### src/rtl/cpu_run_monitor_if.sv
// Handshake/observation bundle between a run host and cpu_run_monitor.
// Trace signals exist only when CPU_MON_TRACE_EN is defined.
interface cpu_run_monitor_if #(
    parameter int XLEN  = 32,
    parameter int CNT_W = 32
);
    logic             start;
    logic [XLEN-1:0]  pc_;
    logic [XLEN-1:0]  data;
    logic             cpu_rstn;
    logic             busy;
    logic             done;
    logic             halted;
    logic             timeout;
    logic [CNT_W-1:0] cycles;
    logic [XLEN-1:0]  result;
    logic [XLEN-1:0]  halt_pc;
`ifdef CPU_MON_TRACE_EN
    logic [2:0]       trace_idx;
    logic [XLEN-1:0]  trace_pc;
    logic [3:0]       trace_cnt;

    modport master (
        output start, pc_, data, trace_idx,
        input  cpu_rstn, busy, done, halted, timeout,
        input  cycles, result, halt_pc, trace_pc, trace_cnt
    );
    modport slave (
        input  start, pc_, data, trace_idx,
        output cpu_rstn, busy, done, halted, timeout,
        output cycles, result, halt_pc, trace_pc, trace_cnt
    );
`else
    modport master (
        output start, pc_, data,
        input  cpu_rstn, busy, done, halted, timeout,
        input  cycles, result, halt_pc
    );
    modport slave (
        input  start, pc_, data,
        output cpu_rstn, busy, done, halted, timeout,
        output cycles, result, halt_pc
    );
`endif
endinterface

### src/rtl/cpu_run_monitor.sv
// CPU reset sequencer, jump-to-self halt / timeout detector, result capture.
// Define CPU_MON_TRACE_EN to add an 8-entry PC change trace ring.
module cpu_run_monitor #(
    parameter int XLEN        = 32,
    parameter int CNT_W       = 32,
    parameter int RST_CYCLES  = 2,
    parameter int HALT_REPEAT = 4,
    parameter int MAX_CYCLES  = 20
) (
    input  logic             clk,
    input  logic             rst,
    cpu_run_monitor_if.slave bus
);
    localparam int RW = (RST_CYCLES > 1) ? $clog2(RST_CYCLES) : 1;
    localparam int HW = $clog2(HALT_REPEAT + 1);
    localparam logic [RW-1:0]    RST_LAST = RW'(RST_CYCLES - 1);
    localparam logic [HW-1:0]    REP_MAX  = HW'(HALT_REPEAT);
    localparam logic [CNT_W-1:0] MAXC     = CNT_W'(MAX_CYCLES);

    typedef enum logic [1:0] {
        S_IDLE, S_RESET, S_RUN, S_DONE
    } state_e;

    state_e           state_q, state_d;
    logic [RW-1:0]    rst_cnt_q, rst_cnt_d;
    logic [HW-1:0]    rep_q, rep_d;
    logic [XLEN-1:0]  pc_prev_q, pc_prev_d;
    logic [CNT_W-1:0] cycles_q, cycles_d;
    logic [XLEN-1:0]  result_q, result_d;
    logic [XLEN-1:0]  halt_pc_q, halt_pc_d;
    logic             halted_q, halted_d;
    logic             timeout_q, timeout_d;
    logic             cpu_rstn_q, cpu_rstn_d;
    logic             busy_q, busy_d;
    logic             done_q, done_d;

    logic first, same, start_clr, halt_hit, to_hit;

    // cycles is zero only before the first RUN edge of a run
    assign first     = (cycles_q == '0);
    assign same      = (bus.pc_ == pc_prev_q);
    assign start_clr = bus.start &&
                       (state_q == S_IDLE || state_q == S_DONE);

    always_comb begin
        state_d   = state_q;
        rst_cnt_d = rst_cnt_q;
        rep_d     = rep_q;
        pc_prev_d = pc_prev_q;
        cycles_d  = cycles_q;
        result_d  = result_q;
        halt_pc_d = halt_pc_q;
        halted_d  = halted_q;
        timeout_d = timeout_q;
        halt_hit  = 1'b0;
        to_hit    = 1'b0;
        unique case (state_q)
            S_IDLE, S_DONE: begin
                if (bus.start) begin
                    state_d   = S_RESET;
                    rst_cnt_d = '0;
                    rep_d     = '0;
                    cycles_d  = '0;
                    halted_d  = 1'b0;
                    timeout_d = 1'b0;
                end
            end
            S_RESET: begin
                rst_cnt_d = rst_cnt_q + RW'(1);
                if (rst_cnt_q == RST_LAST)
                    state_d = S_RUN;
            end
            S_RUN: begin
                if (cycles_q != '1)
                    cycles_d = cycles_q + CNT_W'(1);
                pc_prev_d = bus.pc_;
                if (first || !same)
                    rep_d = '0;
                else if (rep_q != REP_MAX)
                    rep_d = rep_q + HW'(1);
                halt_hit = (rep_d == REP_MAX);
                to_hit   = (MAX_CYCLES != 0) && (cycles_d == MAXC);
                if (halt_hit || to_hit) begin
                    state_d   = S_DONE;
                    halted_d  = halt_hit;
                    timeout_d = !halt_hit;
                    result_d  = bus.data;
                    halt_pc_d = bus.pc_;
                end
            end
            default: state_d = S_IDLE;
        endcase
        cpu_rstn_d = (state_d == S_RUN) || (state_d == S_DONE);
        busy_d     = (state_d == S_RESET) || (state_d == S_RUN);
        done_d     = (state_d == S_DONE);
    end

    always_ff @(posedge clk or posedge rst) begin
        if (rst) begin
            state_q    <= S_IDLE;
            rst_cnt_q  <= '0;
            rep_q      <= '0;
            pc_prev_q  <= '0;
            cycles_q   <= '0;
            result_q   <= '0;
            halt_pc_q  <= '0;
            halted_q   <= 1'b0;
            timeout_q  <= 1'b0;
            cpu_rstn_q <= 1'b0;
            busy_q     <= 1'b0;
            done_q     <= 1'b0;
        end else begin
            state_q    <= state_d;
            rst_cnt_q  <= rst_cnt_d;
            rep_q      <= rep_d;
            pc_prev_q  <= pc_prev_d;
            cycles_q   <= cycles_d;
            result_q   <= result_d;
            halt_pc_q  <= halt_pc_d;
            halted_q   <= halted_d;
            timeout_q  <= timeout_d;
            cpu_rstn_q <= cpu_rstn_d;
            busy_q     <= busy_d;
            done_q     <= done_d;
        end
    end

    assign bus.cpu_rstn = cpu_rstn_q;
    assign bus.busy     = busy_q;
    assign bus.done     = done_q;
    assign bus.halted   = halted_q;
    assign bus.timeout  = timeout_q;
    assign bus.cycles   = cycles_q;
    assign bus.result   = result_q;
    assign bus.halt_pc  = halt_pc_q;

`ifdef CPU_MON_TRACE_EN
    logic [XLEN-1:0] trace_q [8];
    logic [2:0]      wp_q;
    logic [3:0]      tcnt_q;
    logic [2:0]      rd_idx;
    logic            push;

    assign push = (state_q == S_RUN) && (first || !same);

    always_ff @(posedge clk or posedge rst) begin
        if (rst) begin
            for (int i = 0; i < 8; i++) trace_q[i] <= '0;
            wp_q   <= '0;
            tcnt_q <= '0;
        end else if (start_clr) begin
            for (int i = 0; i < 8; i++) trace_q[i] <= '0;
            wp_q   <= '0;
            tcnt_q <= '0;
        end else if (push) begin
            trace_q[wp_q] <= bus.pc_;
            wp_q          <= wp_q + 3'd1;
            if (tcnt_q != 4'd8)
                tcnt_q <= tcnt_q + 4'd1;
        end
    end

    // index 0 is the entry just behind the write pointer
    assign rd_idx        = wp_q - 3'd1 - bus.trace_idx;
    assign bus.trace_pc  = trace_q[rd_idx];
    assign bus.trace_cnt = tcnt_q;
`else
    logic unused_clr;
    assign unused_clr = start_clr;
`endif
endmodule

### src/flat_wrapper.sv
// flat-port wrapper written by rule: the top's interface ports become plain ports
module cpu_run_monitor_flat 
#(
    parameter int XLEN        = 32,
    parameter int CNT_W       = 32,
    parameter int RST_CYCLES  = 2,
    parameter int HALT_REPEAT = 4,
    parameter int MAX_CYCLES  = 20
)
  (clk, rst, bus_start, bus_pc_, bus_data, bus_cpu_rstn, bus_busy, bus_done, bus_halted, bus_timeout, bus_cycles, bus_result, bus_halt_pc);
  cpu_run_monitor_if #(.XLEN(XLEN), .CNT_W(CNT_W)) bus_i ();
  input  logic clk;
  input  logic rst;
  input wire logic [$bits(bus_i.start)-1:0] bus_start;
  input wire logic [$bits(bus_i.pc_)-1:0] bus_pc_;
  input wire logic [$bits(bus_i.data)-1:0] bus_data;
  output wire logic [$bits(bus_i.cpu_rstn)-1:0] bus_cpu_rstn;
  output wire logic [$bits(bus_i.busy)-1:0] bus_busy;
  output wire logic [$bits(bus_i.done)-1:0] bus_done;
  output wire logic [$bits(bus_i.halted)-1:0] bus_halted;
  output wire logic [$bits(bus_i.timeout)-1:0] bus_timeout;
  output wire logic [$bits(bus_i.cycles)-1:0] bus_cycles;
  output wire logic [$bits(bus_i.result)-1:0] bus_result;
  output wire logic [$bits(bus_i.halt_pc)-1:0] bus_halt_pc;
  assign bus_i.start = bus_start;
  assign bus_i.pc_ = bus_pc_;
  assign bus_i.data = bus_data;
  assign bus_cpu_rstn = bus_i.cpu_rstn;
  assign bus_busy = bus_i.busy;
  assign bus_done = bus_i.done;
  assign bus_halted = bus_i.halted;
  assign bus_timeout = bus_i.timeout;
  assign bus_cycles = bus_i.cycles;
  assign bus_result = bus_i.result;
  assign bus_halt_pc = bus_i.halt_pc;
  cpu_run_monitor #(.XLEN(XLEN), .CNT_W(CNT_W), .RST_CYCLES(RST_CYCLES), .HALT_REPEAT(HALT_REPEAT), .MAX_CYCLES(MAX_CYCLES)) u_core (.clk(clk), .rst(rst), .bus(bus_i));
endmodule
### config.mk
export PLATFORM = sky130hd
export DESIGN_NAME = cpu_run_monitor_flat
export DESIGN_NICKNAME = d
export VERILOG_FILES = /design/src/rtl/cpu_run_monitor_if.sv /design/src/rtl/cpu_run_monitor.sv /design/src/flat_wrapper.sv
export SDC_FILE = /design/constraint.sdc
export NUM_CORES = 1
export LEC_CHECK = 0
export ABC_AREA = 1
export CAP_MARGIN = 25
export CORE_ASPECT_RATIO = 1.1
export CORE_MARGIN = 2
export CORE_UTILIZATION = 44
export DETAILED_ROUTE_END_ITERATION = 12
export PLACE_DENSITY = 0.75
export SETUP_SLACK_MARGIN = 0.2
export SYNTH_ARGS = -nofsm -noshare
export SYNTH_HDL_FRONTEND = slang
export SYNTH_SLANG_ARGS = --single-unit
### constraint.sdc
create_clock -name clk -period 5.1 [get_ports clk]
set_input_delay 1.53 -clock clk [delete_from_list [all_inputs] [get_ports clk]]
set_output_delay 1.53 -clock clk [all_outputs]
set_load 0.005 [all_outputs]
==> reports/summary.txt <==
result of the run -> finished clean
internal power -> 2.352 mW
CTS sink cnt -> 139
R2R setup slack -> 0.93 ns
number of hold-slack violations in the final timing report -> 0
gate count after technology mapping -> 963
sum of internal, switching and leakage power -> 3.540 mW
end-of-flow core utilization -> 59.40%
min Tclk post-route -> 4.168 ns
total clock buffers created by CTS -> 17
Die Span X -> 125.9 microns
power density relative to cell area -> 368.2 nW/um^2
Total Negative Setup Slacks -> 0 ns
ratio of cells with drive above 1 in the final layout -> 4.493%
most prevalent standard cell on the critical path -> sky130_fd_sc_hd__nand2_2
cell-by-cell trace of the critical path -> ha_1 -> nand2_2 -> nor2_4 -> nand2_2 -> nor2_4 -> nand2_2 -> inv_1 -> nor2_1 -> nand2_1 -> nor2_1 -> nand2_1 -> nor2_1 -> nand3_1 -> nand2_2 -> nand2_2 -> buf_4 -> o21ai_0
synth unique cells -> 27
first-pass GRT wire length -> 33.15 mm
highest cell delay on the worst timing path -> 0.63 ns
Port Buffer Count -> 167
endpoint kind of the worst setup timing path -> register
worst max-slew margin expressed relative to the limit -> 44.90%
Worst Skew -> 0.01057 ns
placed insts -> 1307
initial antenna violation count -> 0
number of fillers in the final layout -> 1501
final setup violation count -> 0
switching share of power -> 33.54%
Max Cap Viol -> 0
Critical Path Source -> u_core.bus.cycles[0]$_DFFE_PP0P_
combinational share of power -> 27.7%
average via count per standard cell -> 5.118
required time of the critical path -> 5.36 ns
Clk Latency, worst-skew pair -> 0.42 ns
overall die area -> 17390 sq um
total DRC errors in the routed layout -> 0
largest buffer count on any clock path -> 2
count of cells resized by post-cts repair -> 0
Core Footprint -> 16190 sq um
Worst IR Drop VDD -> 0.3118 mV
cells taking the most area after synthesis -> sky130_fd_sc_hd__dfrtp_1 48%, sky130_fd_sc_hd__nand2_1 16%, sky130_fd_sc_hd__nor2_1 6.1%, sky130_fd_sc_hd__inv_1 5.9%, sky130_fd_sc_hd__nand3_1 4.9%
clock edge transition at the registers on the reported setup and hold paths -> 0.06 ns
post-CTS repair timing setup buffer count -> 0
Post-Synthesis Mean Instance Area -> 7.470 sq um
Period Utilization, post-route -> 81.72%
number of synthesized register bits -> 139
all-layer global routing usage -> 23.60%
number of buffer and inverter instances along the worst setup path -> 2
CTS tree -> done
sequential power share -> 38.8%
die height -> 138.1 microns
Routed WL per cell -> 14.84 microns
Netlist Area Pre-Place -> 7193 sq um
Worst-Margin Slew -> 0.8265 ns
aggregate routed wire length -> 19.87 mm
ANT nets after route -> 0
crit path launch type -> register
drt pass-1 iters -> 6
Syn-to-layout area delta -> 33.66%
FFs w/ async S/R, synth -> 100.0%
part of the power in the clock network -> 33.4%
startpoint of the worst hold path -> u_core.bus.result[7]$_DFFE_PP0P_
Worst Slack Setup Final -> 0.9320 ns
most common cell in the netlist -> sky130_fd_sc_hd__nand2_1
Post-synth EDFFs -> 0
Root Buffer Master -> sky130_fd_sc_hd__clkbuf_16
number of antenna diodes -> 0
number of ports placed on the die boundary -> 168
pre-CTS WS -> 0.8719 ns
number of placement rows -> 49
starting density of the core -> 44.44%
CP max stage cell -> sky130_fd_sc_hd__buf_4
Yosys warnings -> 0
number of DRC violations after detailed-routing iteration 0 -> 511
count of vias placed by the detailed router -> 6853
hold buffer count at cts -> 0
Leak Pwr -> 4.503 nW
Nets -> 1197
number of standard cells in the final layout excluding fillers -> 1339
largest net degree at the start of global routing -> 140
Post-synth top flop -> sky130_fd_sc_hd__dfrtp_1
top cell types by occurrence after synthesis -> 310 x sky130_fd_sc_hd__nand2_1, 139 x sky130_fd_sc_hd__dfrtp_1, 117 x sky130_fd_sc_hd__nor2_1
via count of the first global-routing pass -> 6616
global route overflow -> 0
Crit Path Category -> register to register
synthesized netlist net count -> 1037
CTS H-tree depth -> 4
global placement routability congestion -> 0.9248
Detail Placement HPWL -> 14.09 mm
kind of cell adding the most delay to the critical path -> simple AND/OR/NAND/NOR gates
critical path fanouts, max -> 88
data arrival time of the critical path -> 4.42 ns
cell taking the most area after synthesis -> sky130_fd_sc_hd__dfrtp_1
worst reg2reg path startpoint -> u_core.bus.cycles[0]$_DFFE_PP0P_
sequential area share after synthesis -> 48.36%
total net switching power -> 1.187 mW
max-slew violation count -> 0
unrepaired setup endpoints after global routing -> no
type of the most critical hold path -> register to register
post-synth top area share -> 48.36%
upper clock frequency limit -> 239.9 MHz
## power groups by stage
| stage | combinational, mW | clock, mW | sequential (mW) |
|---|---|---|---|
| 2_1_floorplan | 0.668 | 0 | 1.37 |
| 3_3_place_gp | 0.953 | 0 | 1.39 |
| 3_5_place_dp | 0.969 | 0 | 1.39 |
| 4_1_cts | 0.969 | 1.20 | 1.37 |
| 5_1_grt | 1.12 | 1.25 | 1.39 |
| 6_report | 0.981 | 1.18 | 1.37 |
## area by class of cell
type                       instances  area [sq um]  share of cell area (%)
sequential                       139          3478                   36.18
multi-input combinational        679          3141                   32.67
timing repair buffer             173          1749                   18.19
clock buffer                      21         470.5                   4.893
inverter                         113         427.9                   4.451
tap                              204         255.2                   2.655
clock inverter                    10         92.59                  0.9630
## routing by layer
| layer | track usage, % | share of wire [%] | vias up |
|---|---|---|---|
| li1 | - | - | 3390 |
| met1 | 30.63 | 42 | 3181 |
| met2 | 36.81 | 46 | 232 |
| met3 | 7.159 | 7.9 | 50 |
| met4 | 9.948 | 3.7 | 0 |
| met5 | 0 | 0 | - |
## sequential cells by signal, indices dropped and copies added (netlist names)
signal and flops:
u_core.bus.done 1, u_core.state_q 2, u_core.bus.timeout 1, u_core.rst_cnt_q 1
u_core.bus.cpu_rstn 1, u_core.bus.busy 1, u_core.bus.halt_pc 32, u_core.bus.cycles 32
u_core.bus.result 32, u_core.bus.halted 1, u_core.rep_q 3, u_core.pc_prev_q 32
## layout by cell type (no fill, tap or decap)
cell type                           n
sky130_fd_sc_hd__nor3_1             7
sky130_fd_sc_hd__mux2_2             3
sky130_fd_sc_hd__inv_6              1
sky130_fd_sc_hd__dfrtp_1          139
sky130_fd_sc_hd__buf_16             1
sky130_fd_sc_hd__buf_12             1
sky130_fd_sc_hd__a21oi_1           15
sky130_fd_sc_hd__clkbuf_16         17
sky130_fd_sc_hd__clkinvlp_4         2
sky130_fd_sc_hd__xor2_1            13
sky130_fd_sc_hd__ha_1               6
sky130_fd_sc_hd__clkinv_4           3
sky130_fd_sc_hd__or2_2              1
sky130_fd_sc_hd__nand2_2            5
sky130_fd_sc_hd__o21ai_0           59
sky130_fd_sc_hd__o22ai_1           30
sky130_fd_sc_hd__ha_4               1
sky130_fd_sc_hd__bufinv_16          1
sky130_fd_sc_hd__nor2_1           116
sky130_fd_sc_hd__o32ai_1            1
sky130_fd_sc_hd__nand3b_1           1
sky130_fd_sc_hd__clkdlybuf4s50_1  167
sky130_fd_sc_hd__buf_4              4
sky130_fd_sc_hd__inv_1            112
sky130_fd_sc_hd__o21ai_2            1
sky130_fd_sc_hd__nand2_1          310
sky130_fd_sc_hd__clkbuf_1           1
sky130_fd_sc_hd__clkinv_2           4
sky130_fd_sc_hd__a22o_1             1
sky130_fd_sc_hd__xnor2_1           10
sky130_fd_sc_hd__clkbuf_8           3
sky130_fd_sc_hd__nor4_1             3
sky130_fd_sc_hd__nor2_2             1
sky130_fd_sc_hd__nor2_4             2
sky130_fd_sc_hd__nand3_1           70
sky130_fd_sc_hd__nand4_1           23
## worst min-delay path: stages (launching register included)
cell,delay [ns]
sky130_fd_sc_hd__dfrtp_1,0.34
sky130_fd_sc_hd__nand2_1,0.05
sky130_fd_sc_hd__nand2_1,0.04
## stage by stage
stage / cell area, sq um / hold slack [ns]
2_1_floorplan: 7197 / 0.4650
3_3_place_gp: 9024 / 0.4534
3_5_place_dp: 9024 / 0.4578
4_1_cts: 9587 / 0.4723
5_1_grt: 9614 / 0.4876
6_report: 9614 / 0.4661
## cells by family after synthesis
logic type,count (synthesis),share of synthesized area [%]
and+or+nand+nor,539,30.84
buffers and inverters,145,8.193
DFF,139,48.36
AOI/OAI and AO/OA,107,8.123
xor gates and xnor gates,23,2.800
adders and majority gates,7,1.218
muxes,3,0.4696
## worst paths after layout
check,end,depth (start not counted)
min in group asynchronous,u_core.bus.cycles[30]$_DFFE_PP0P_,3
max in group asynchronous,u_core.state_q[1]$_DFF_PP0_,3
worst min register to register,u_core.bus.result[7]$_DFFE_PP0P_,2
worst max register to register,u_core.bus.halt_pc[27]$_DFFE_PP0P_,17
worst max-delay path,u_core.bus.halt_pc[27]$_DFFE_PP0P_,17
worst min-delay path,u_core.bus.result[7]$_DFFE_PP0P_,2
Note: power is estimated with default switching activity, not from simulation.
